$ cat config.mk
export PLATFORM = sky130hd
export DESIGN_NAME = span_filler
export DESIGN_NICKNAME = d
export VERILOG_FILES = /design/src/rtl/span_filler.sv
export SDC_FILE = /design/constraint.sdc
export NUM_CORES = 1
export LEC_CHECK = 0
export ABC_AREA = 1
export BUFFER_PORTS_ARGS = -buffer_cell sky130_fd_sc_hd__buf_2
export CAP_MARGIN = 30
export CORE_MARGIN = 2
export CORE_UTILIZATION = 37
export CTS_BUF_LIST = sky130_fd_sc_hd__clkbuf_4
export DETAILED_ROUTE_END_ITERATION = 6
export MAX_ROUTING_LAYER = met4
export PLACE_DENSITY_LB_ADDON = 0.3
export SYNTH_ARGS = -nofsm -noshare
export SYNTH_HDL_FRONTEND = slang
export SYNTH_SLANG_ARGS = --single-unit
export TNS_END_PERCENT = 1
$ cat constraint.sdc
create_clock -name clk -period 3.8 [get_ports clk]
set_input_delay 0.38 -clock clk [delete_from_list [all_inputs] [get_ports clk]]
set_output_delay 0.38 -clock clk [all_outputs]
set_load 0.01 [all_outputs]
$ cat src/rtl/span_filler.sv
// span_filler
// Rasterizer back end: buffers horizontal fill spans in a small FIFO and
// writes every covered, on-screen pixel through a single-pixel write master
// that honours fb_waitrequest.
//
// Ports
//   clk            rising-edge clock
//   reset          asynchronous, active-high; clears FIFO, FSM and outputs
//   span_valid     span offered (xa, xb, y, colour)
//   span_ready     FIFO has a free slot
//   span_xa/xb     span endpoints, any order, 0..511
//   span_y         span row, 0..511
//   span_color     fill colour
//   fb_address     pixel address, y*FB_WIDTH + x
//   fb_writedata   pixel colour
//   fb_write       write request, held until accepted
//   fb_waitrequest slave stall; write accepted when fb_write && !fb_waitrequest
//   idle           FIFO empty and FSM idle (registered)
//
// FSM states
//   state    | meaning
//   ST_IDLE  | waiting; pops the FIFO head into the working registers
//   ST_LOAD  | clips the working span, discards it or presents its first pixel
//   ST_WRITE | fb_write high; advances one pixel per accepted write

module span_filler #(
    parameter int FB_WIDTH   = 320,
    parameter int FB_HEIGHT  = 240,
    parameter int FIFO_DEPTH = 4,
    parameter int COLOR_W    = 16,
    parameter int ADDR_W     = 17
) (
    input  logic               clk,
    input  logic               reset,
    input  logic               span_valid,
    output logic               span_ready,
    input  logic [8:0]         span_xa,
    input  logic [8:0]         span_xb,
    input  logic [8:0]         span_y,
    input  logic [COLOR_W-1:0] span_color,
    output logic [ADDR_W-1:0]  fb_address,
    output logic [COLOR_W-1:0] fb_writedata,
    output logic               fb_write,
    input  logic               fb_waitrequest,
    output logic               idle
);

    localparam int PTR_W = (FIFO_DEPTH > 1) ? $clog2(FIFO_DEPTH) : 1;
    localparam int CNT_W = $clog2(FIFO_DEPTH) + 1;
    localparam int ENT_W = 27 + COLOR_W;

    localparam logic [CNT_W-1:0] CNT_FULL = CNT_W'(FIFO_DEPTH);
    localparam logic [8:0]       X_LIM    = 9'(FB_WIDTH);
    localparam logic [8:0]       X_MAX    = 9'(FB_WIDTH - 1);
    localparam logic [8:0]       Y_LIM    = 9'(FB_HEIGHT);

    typedef enum logic [1:0] {
        ST_IDLE  = 2'd0,
        ST_LOAD  = 2'd1,
        ST_WRITE = 2'd2
    } state_t;

    // ------------------------------------------------------------------
    // Span FIFO
    // ------------------------------------------------------------------
    logic [ENT_W-1:0] mem [FIFO_DEPTH];
    logic [PTR_W-1:0] wr_ptr;
    logic [PTR_W-1:0] rd_ptr;
    logic [CNT_W-1:0] count;
    logic [CNT_W-1:0] count_n;
    logic             push;
    logic             pop;
    logic [ENT_W-1:0] head;

    assign span_ready = (count != CNT_FULL);
    assign push       = span_valid && span_ready;
    assign head       = mem[rd_ptr];
    assign count_n    = count + CNT_W'(push) - CNT_W'(pop);

    // Storage needs no reset: an entry is only read after it was written.
    always_ff @(posedge clk) begin
        if (push) begin
            mem[wr_ptr] <= {span_xa, span_xb, span_y, span_color};
        end
    end

    // Pointers wrap naturally because FIFO_DEPTH is a power of two.
    always_ff @(posedge clk or posedge reset) begin
        if (reset) begin
            wr_ptr <= '0;
            rd_ptr <= '0;
            count  <= '0;
        end else begin
            if (push) begin
                wr_ptr <= wr_ptr + PTR_W'(1);
            end
            if (pop) begin
                rd_ptr <= rd_ptr + PTR_W'(1);
            end
            count <= count_n;
        end
    end

    // ------------------------------------------------------------------
    // Working span registers, loaded on pop
    // ------------------------------------------------------------------
    logic [8:0]         w_xa;
    logic [8:0]         w_xb;
    logic [8:0]         w_y;
    logic [COLOR_W-1:0] w_color;

    always_ff @(posedge clk or posedge reset) begin
        if (reset) begin
            w_xa    <= '0;
            w_xb    <= '0;
            w_y     <= '0;
            w_color <= '0;
        end else if (pop) begin
            {w_xa, w_xb, w_y, w_color} <= head;
        end
    end

    // Clipping of the working span: left edge is the smaller endpoint,
    // right edge the larger one limited to the last visible column.
    logic [8:0]        xl;
    logic [8:0]        xh;
    logic [8:0]        xr_clip;
    logic              discard;
    logic [ADDR_W-1:0] load_addr;

    assign xl        = (w_xa < w_xb) ? w_xa : w_xb;
    assign xh        = (w_xa < w_xb) ? w_xb : w_xa;
    assign xr_clip   = (xh > X_MAX) ? X_MAX : xh;
    assign discard   = (w_y >= Y_LIM) || (xl >= X_LIM);
    assign load_addr = ADDR_W'(w_y) * ADDR_W'(FB_WIDTH) + ADDR_W'(xl);

    // ------------------------------------------------------------------
    // Pixel FSM
    // ------------------------------------------------------------------
    state_t             state;
    state_t             state_n;
    logic [8:0]         x;
    logic [8:0]         x_n;
    logic [8:0]         xr;
    logic [8:0]         xr_n;
    logic [ADDR_W-1:0]  addr_n;
    logic [COLOR_W-1:0] data_n;
    logic               write_n;
    logic               idle_n;

    always_ff @(posedge clk or posedge reset) begin
        if (reset) begin
            state        <= ST_IDLE;
            x            <= '0;
            xr           <= '0;
            fb_address   <= '0;
            fb_writedata <= '0;
            fb_write     <= 1'b0;
            idle         <= 1'b1;
        end else begin
            state        <= state_n;
            x            <= x_n;
            xr           <= xr_n;
            fb_address   <= addr_n;
            fb_writedata <= data_n;
            fb_write     <= write_n;
            idle         <= idle_n;
        end
    end

    always_comb begin
        state_n = state;
        x_n     = x;
        xr_n    = xr;
        addr_n  = fb_address;
        data_n  = fb_writedata;
        write_n = fb_write;
        pop     = 1'b0;

        case (state)
            ST_IDLE: begin
                write_n = 1'b0;
                if (count != '0) begin
                    pop     = 1'b1;
                    state_n = ST_LOAD;
                end
            end
            ST_LOAD: begin
                if (discard) begin
                    state_n = ST_IDLE;
                end else begin
                    x_n     = xl;
                    xr_n    = xr_clip;
                    addr_n  = load_addr;
                    data_n  = w_color;
                    write_n = 1'b1;
                    state_n = ST_WRITE;
                end
            end
            ST_WRITE: begin
                if (!fb_waitrequest) begin
                    if (x == xr) begin
                        write_n = 1'b0;
                        state_n = ST_IDLE;
                    end else begin
                        x_n    = x + 9'd1;
                        addr_n = fb_address + ADDR_W'(1);
                    end
                end
            end
            default: begin
                write_n = 1'b0;
                state_n = ST_IDLE;
            end
        endcase

        // idle reflects the state/count the registers are about to hold,
        // so the flop output matches the current FSM state and FIFO level.
        idle_n = (state_n == ST_IDLE) && (count_n == '0);
    end

endmodule

**Word-level counts from Yosys, hierarchy flattened**

Memories as Yosys holds them, arrays and structs flattened. A register that Yosys moved wholly into a read port is not among the register bits.
Index checks and enable logic that the tools add are counted.

- Add/subtract/negate cells: 7
- Divide/modulo/power cells: 0
- Magnitude comparators: 4
- Multiplexer cells: 24
- Shift operators: 0
- Bitwise operators: 1
- Equal/unequal tests: 8
- Multiply operators: 1
- Reduce and logical (&&, ||, !) cells: 11

Operators with widths:

| kind | count |
|---|---|
| 2-to-1 mux 9 bit | 6 |
| 2-to-1 mux 17 bit | 3 |
| case mux 17 bit (2 select lines) | 1 |
| case mux 9 bit (2 select lines) | 1 |
| adder 17 x 1 -> 17 bit, second input constant | 1 |
| adder 17 x 9 -> 17 bit | 1 |
| multiplier 9 x 3 -> 11 bit, second input constant | 1 |
| adder 9 x 1 -> 9 bit, second input constant | 1 |
| == test 9 bit | 1 |
| greater-or-equal comparator 9 x 8 -> 1 bit, second input constant | 1 |
| greater-or-equal comparator 9 bit, second input constant | 1 |
| greater-than comparator 9 bit, second input constant | 1 |
| less-than comparator 9 bit | 1 |
| 2-to-1 mux 2 bit | 4 |
| != test 2 bit, second input constant | 4 |
| 2-to-1 mux 1 bit | 7 |
| case mux 2 bit (3 select lines) | 1 |
| adder 2 x 1 -> 2 bit, second input constant | 2 |
| zero test 2 bit | 2 |
| AND reduction 4 bit | 1 |
| adder 3 x 1 -> 3 bit | 1 |
| zero test 3 bit | 1 |
| != test 3 bit, second input constant | 1 |
| AND reduction 3 bit | 1 |
| other kinds (10) | 11 |

- Bits in writable memories: 172
- Memory bits (read-only): 0
- Memories kept: 1
- Bits in latches: 0
- Input bits: 47
- Bits in registers: 62
- Output and inout port bits: 36

Memories:

| memory | depth | width | rd ports | clocked after Yosys merged registers in | wr ports | line | RTL |
|---|---|---|---|---|---|---|---|
| mem | 4 | 43 | 1 | 1 | 1 | 66 | `logic [ENT_W-1:0] mem [FIFO_DEPTH];` |

**Logic depth before layout (Yosys ltp)**

- Depth in word-level cells: 8
- Mapped depth: 25

**Least setup slack after synthesis**

Ideal clock, no wire load.

- Path kind: flip-flop to flip-flop
- Start: register count[1]
- End: memory mem[0][0] (netlist name) (enable)
- Data required time: 3356 ps
- Arrival time: 2595 ps
- Library setup time: 444 ps
- Path buffers: 0
- Cell stages (with the launch flop): 5
- Path slack: 762 ps
- Cells stage by stage: dfrtp_1 -> nor2_1 -> nand2_1 -> nand2_1 -> nor2_1

- Word-level cells in the longest chain between the ends: 4

Ends and longest elaborated chain:

| element | line | RTL |
|---|---|---|
| start: declaration | 69 | `logic [CNT_W-1:0] count;` |
| start signal: assignment | 100 | `count <= count_n;` |
| != test 3 bit | 75 | `assign span_ready = (count != CNT_FULL);` |
| via span_ready | 36 | `output logic span_ready,` |
| logical AND 1 bit | 76 | `assign push = span_valid && span_ready;` |
| 2-to-1 mux 1 bit | 82 | `if (push) begin` |
| 2-to-1 mux 1 bit (not written as such) | 83 | `mem[wr_ptr] <= {span_xa, span_xb, span_y, span_color};` |
| end: declaration | 66 |  |

The timed path passes the listed nets, and every way through them passes these cells.

**Worst setup path in the final report**

- Start: register w_xa[8] (read register of mem)
- End: register fb_address[16]

- Word-level cells in the longest chain between the ends: 6

Ends and longest elaborated chain:

| element | line | RTL |
|---|---|---|
| start: declaration | 107 | `logic [8:0] w_xa;` |
| less-than comparator 9 bit | 131 | `assign xl = (w_xa < w_xb) ? w_xa : w_xb;` |
| 2-to-1 mux 9 bit * | 131 |  |
| branches (longest 4 deep; another with adder 17 x 9 -> 17 bit) | -- |  |
| end signal: assignment | 164 | `fb_address <= addr_n;` |
| end: declaration | 41 | `output logic [ADDR_W-1:0] fb_address,` |

Every way passes the cells marked *. The select of a mux whose other input is x is not followed.
A chain may end at the register's enable or synchronous reset.

==> results.tsv <==
metric	value	unit
slew_headroom	42.7	%
grt_pass1_wl	47.3	mm
drv_slew	0	
rrSetupSlack	590	ps
synth_flop_cell	edfxtp_1	
syn_nets	1328	
hold_violations	0	
synth.area.top_cells	edfxtp_1, dfrtp_1, nand2_1	
grt_start_max_net_pins	88	
tightest_slew	859	ps
worst_ep_required_time	4360	ps
viasPerCell	4.83	
clock_latency	700	ps
wl_per_cell	15.4	um
pwr-share-clk	19.1	%
finalCritPeriodShare	84.5	%
synth_edf_count	172	
pwr-share-comb	45.7	%
synthMuxAreaShare	0	%
status	finished clean	
p_per_area	911	mW/mm^2
yosysWarnings	0	
synth_seq_cells	277	
post_route_cells_drive_above_1_share	16.7	%
ys_types	42	
p_total	13.4	mW
antenna_found_initial	2	
drv_cap	0	
setup_slack	590	ps
skew	32.2	ps
start_util	37.4	%
multi_input_area	0.00416	mm^2
grt_overflow	0	
synthAdderAreaFrac	3.78	%
wl	29.5	mm
port_buffers	82	
pre_cts_ws	585	ps
fmax	311	MHz
synth_compound_area_share	9.57	%
crit_type	register to register	
switching_share	44.0	%
clk_pin_slew_worst_paths	70	ps
clockBufferDepth	3	
first_iter_violations	657	
grt_usage	17.4	%
final_nets	1493	
syn_area	0.0125	mm^2
io_pins	83	
coreArea	0.0334	mm^2
synth_top_family_by_area	simple AND/OR/NAND/NOR gates	
syn2layout_area_growth	17.9	%
die_w	188	um
grt_pass1_vias	8977	
die_h	188	um
num_rows	67	
synthCells	1245	
via_count	9248	
seqPwrFrac	35.1	%
dieArea	0.0353	mm^2
stdcell_area	0.0148	mm^2
cts_made_buffers	76	
route.detailed.drc	0	
worstPathArrival	3770	ps
yosysSeqAreaShare	62.3	%
clock_sinks	277	
nFillCells	3239	
ant_nets	0	
p_sw	5.92	mW
hp-class	input port to register	
cts_root_buf	clkbuf_4	
end_kind	register	
p_int	7.53	mW
start_kind	register	
post-cts-setup-buffers	0	
synth-xor-area-share	1.47	%
tns	0	ps
postSynthAreaPerCell	10.0	um^2
tritoncts	yes	
rsz0062_at_grt	no	
fin_crit	3210	ps
setup-violations-final	0	
place_hpwl	18.4	mm
synth_largest_area_cell	edfxtp_1	
gp_congestion	0.833	
p_leak	6.40	nW
seq_area	0.00779	mm^2
synth_top_area_share	41.3	%
synth-simple-area-share	18.2	%
placed_area	0.0134	mm^2
synth_async_sr_flop_share	37.9	%
dr.pass1.iters	5	
vdd_drop_max	0.370	mV
worstPathMaxFanout	32	
htree_levels	3	
-- cell usage in the layout, fill, tap and decap left out, types with 10 or more instances in the layout --
master	synthesis	final
nand2_1	332	332
edfxtp_1	172	172
o21ai_0	138	138
nor2_1	118	114
clkbuf_4	0	112
dfrtp_1	104	103
inv_1	84	82
buf_2	9	82
nand3_1	57	57
dlygate4sd3_1	0	44
o22ai_1	43	43
ha_1	33	33
a21oi_1	20	20
buf_4	4	17
nand4_1	13	13
xor2_1	13	13
clkinv_1	1	12
o21ai_1	10	10
-- area by class of cell --
cell class	count	area share (%)
sequential	277	52.8
multi-input combinational	826	28.2
timing repair buffer	143	6.63
clock buffer	112	5.70
tap	448	3.80
inverter	86	2.20
clock inverter	19	0.594
antenna	2	0.0339
-- flip-flops by register name, summed over array words and instances, names as in the netlist --
register      cells
w_color          16
w_xa              9
w_y               9
fb_write          1
w_xb              9
mem             172
count             3
fb_writedata     16
xr                9
fb_address       17
state             2
x                 9
wr_ptr            2
idle              1
rd_ptr            2
-- per-stage QoR --
step                      hold slack (ps)  cells  util, %
after floorplan                       442   1245        -
final                                 211   1913     44.1
after detailed placement              452   1736     40.0
after CTS                             141   1911     44.1
after global placement                452   1736     40.0
after global routing                  179   1913     44.1
-- what timing repair did --
item | CTS | global route
hold buffers | 44 | 0
hold endpoints to repair | 231 | 0
gates resized for setup | 0 | 0
-- metal layers --
metal | track usage [%] | share of wire [%]
met3 | 3.63 | 5.4
met2 | 26.2 | 46
met5 | - | 0
met1 | 23.7 | 47
met4 | 5.63 | 1.5
-- power by group through the flow --
stage | Clock [mW] | Sequential [mW] | Combinational (mW)
final | 2.57 | 4.73 | 6.15
after detailed placement | 0 | 4.78 | 6.12
after global routing | 2.82 | 4.83 | 7.03
after floorplan | 0 | 4.71 | 4.48
after CTS | 2.66 | 4.73 | 6.19
after global placement | 0 | 4.76 | 6.05
-- kinds of logic after synthesis --
logic type      count (synthesis)
simple gates                  549
compound gates                220
buf+inv                       142
flops                         277
fa+ha+maj                      36
xor+xnor                       21
-- synth_stat cells (3+ instances only) --
cell type	count
nand3b_1	3
buf_4	4
nand4_1	13
nor2_1	118
o21ai_1	10
xnor2_1	8
edfxtp_1	172
nand2_4	4
buf_1	3
nand3_1	57
nor3_1	9
nor4_1	3
fa_1	3
clkbuf_1	36
inv_1	84
a21oi_1	20
ha_1	33
nand2_1	332
dfrtp_1	104
buf_2	9
nand2_2	3
xor2_1	13
o22ai_1	43
buf_6	4
o21ai_0	138
-- worst paths after layout --
| check | start | end | cells past startpoint |
|---|---|---|---|
| setup reg to reg | w_xa[8] | fb_address[16] | 22 |
| setup / recovery | w_xa[8] | fb_address[16] | 22 |
| hold reg to reg | fb_writedata[7] | fb_writedata[7] | 2 |
| min in group asynchronous | reset | w_color[10] | 3 |
| hold / removal | fb_waitrequest | state[1] | 3 |
| max in group asynchronous | reset | idle | 4 |
-- critical path, cell delays in order (launching register included) --
cell     delay [ps]
dfrtp_1         410
ha_1            310
nand2_1          80
a21oi_1         230
nor2_4           70
nand3_4         280
nand2_1         110
nand2_2         120
inv_1            50
ha_1            210
fa_1            390
nand2_1         130
nand2_1          60
nand3_1          80
nor2_1           40
nand3_1          90
nor2_1           80
nand3_1          70
nand2_1          50
nand3_1          60
nand2_1          60
nand2_1          50
nand2_1          50
No activity file was read; power rests on OpenSTA's default activity.
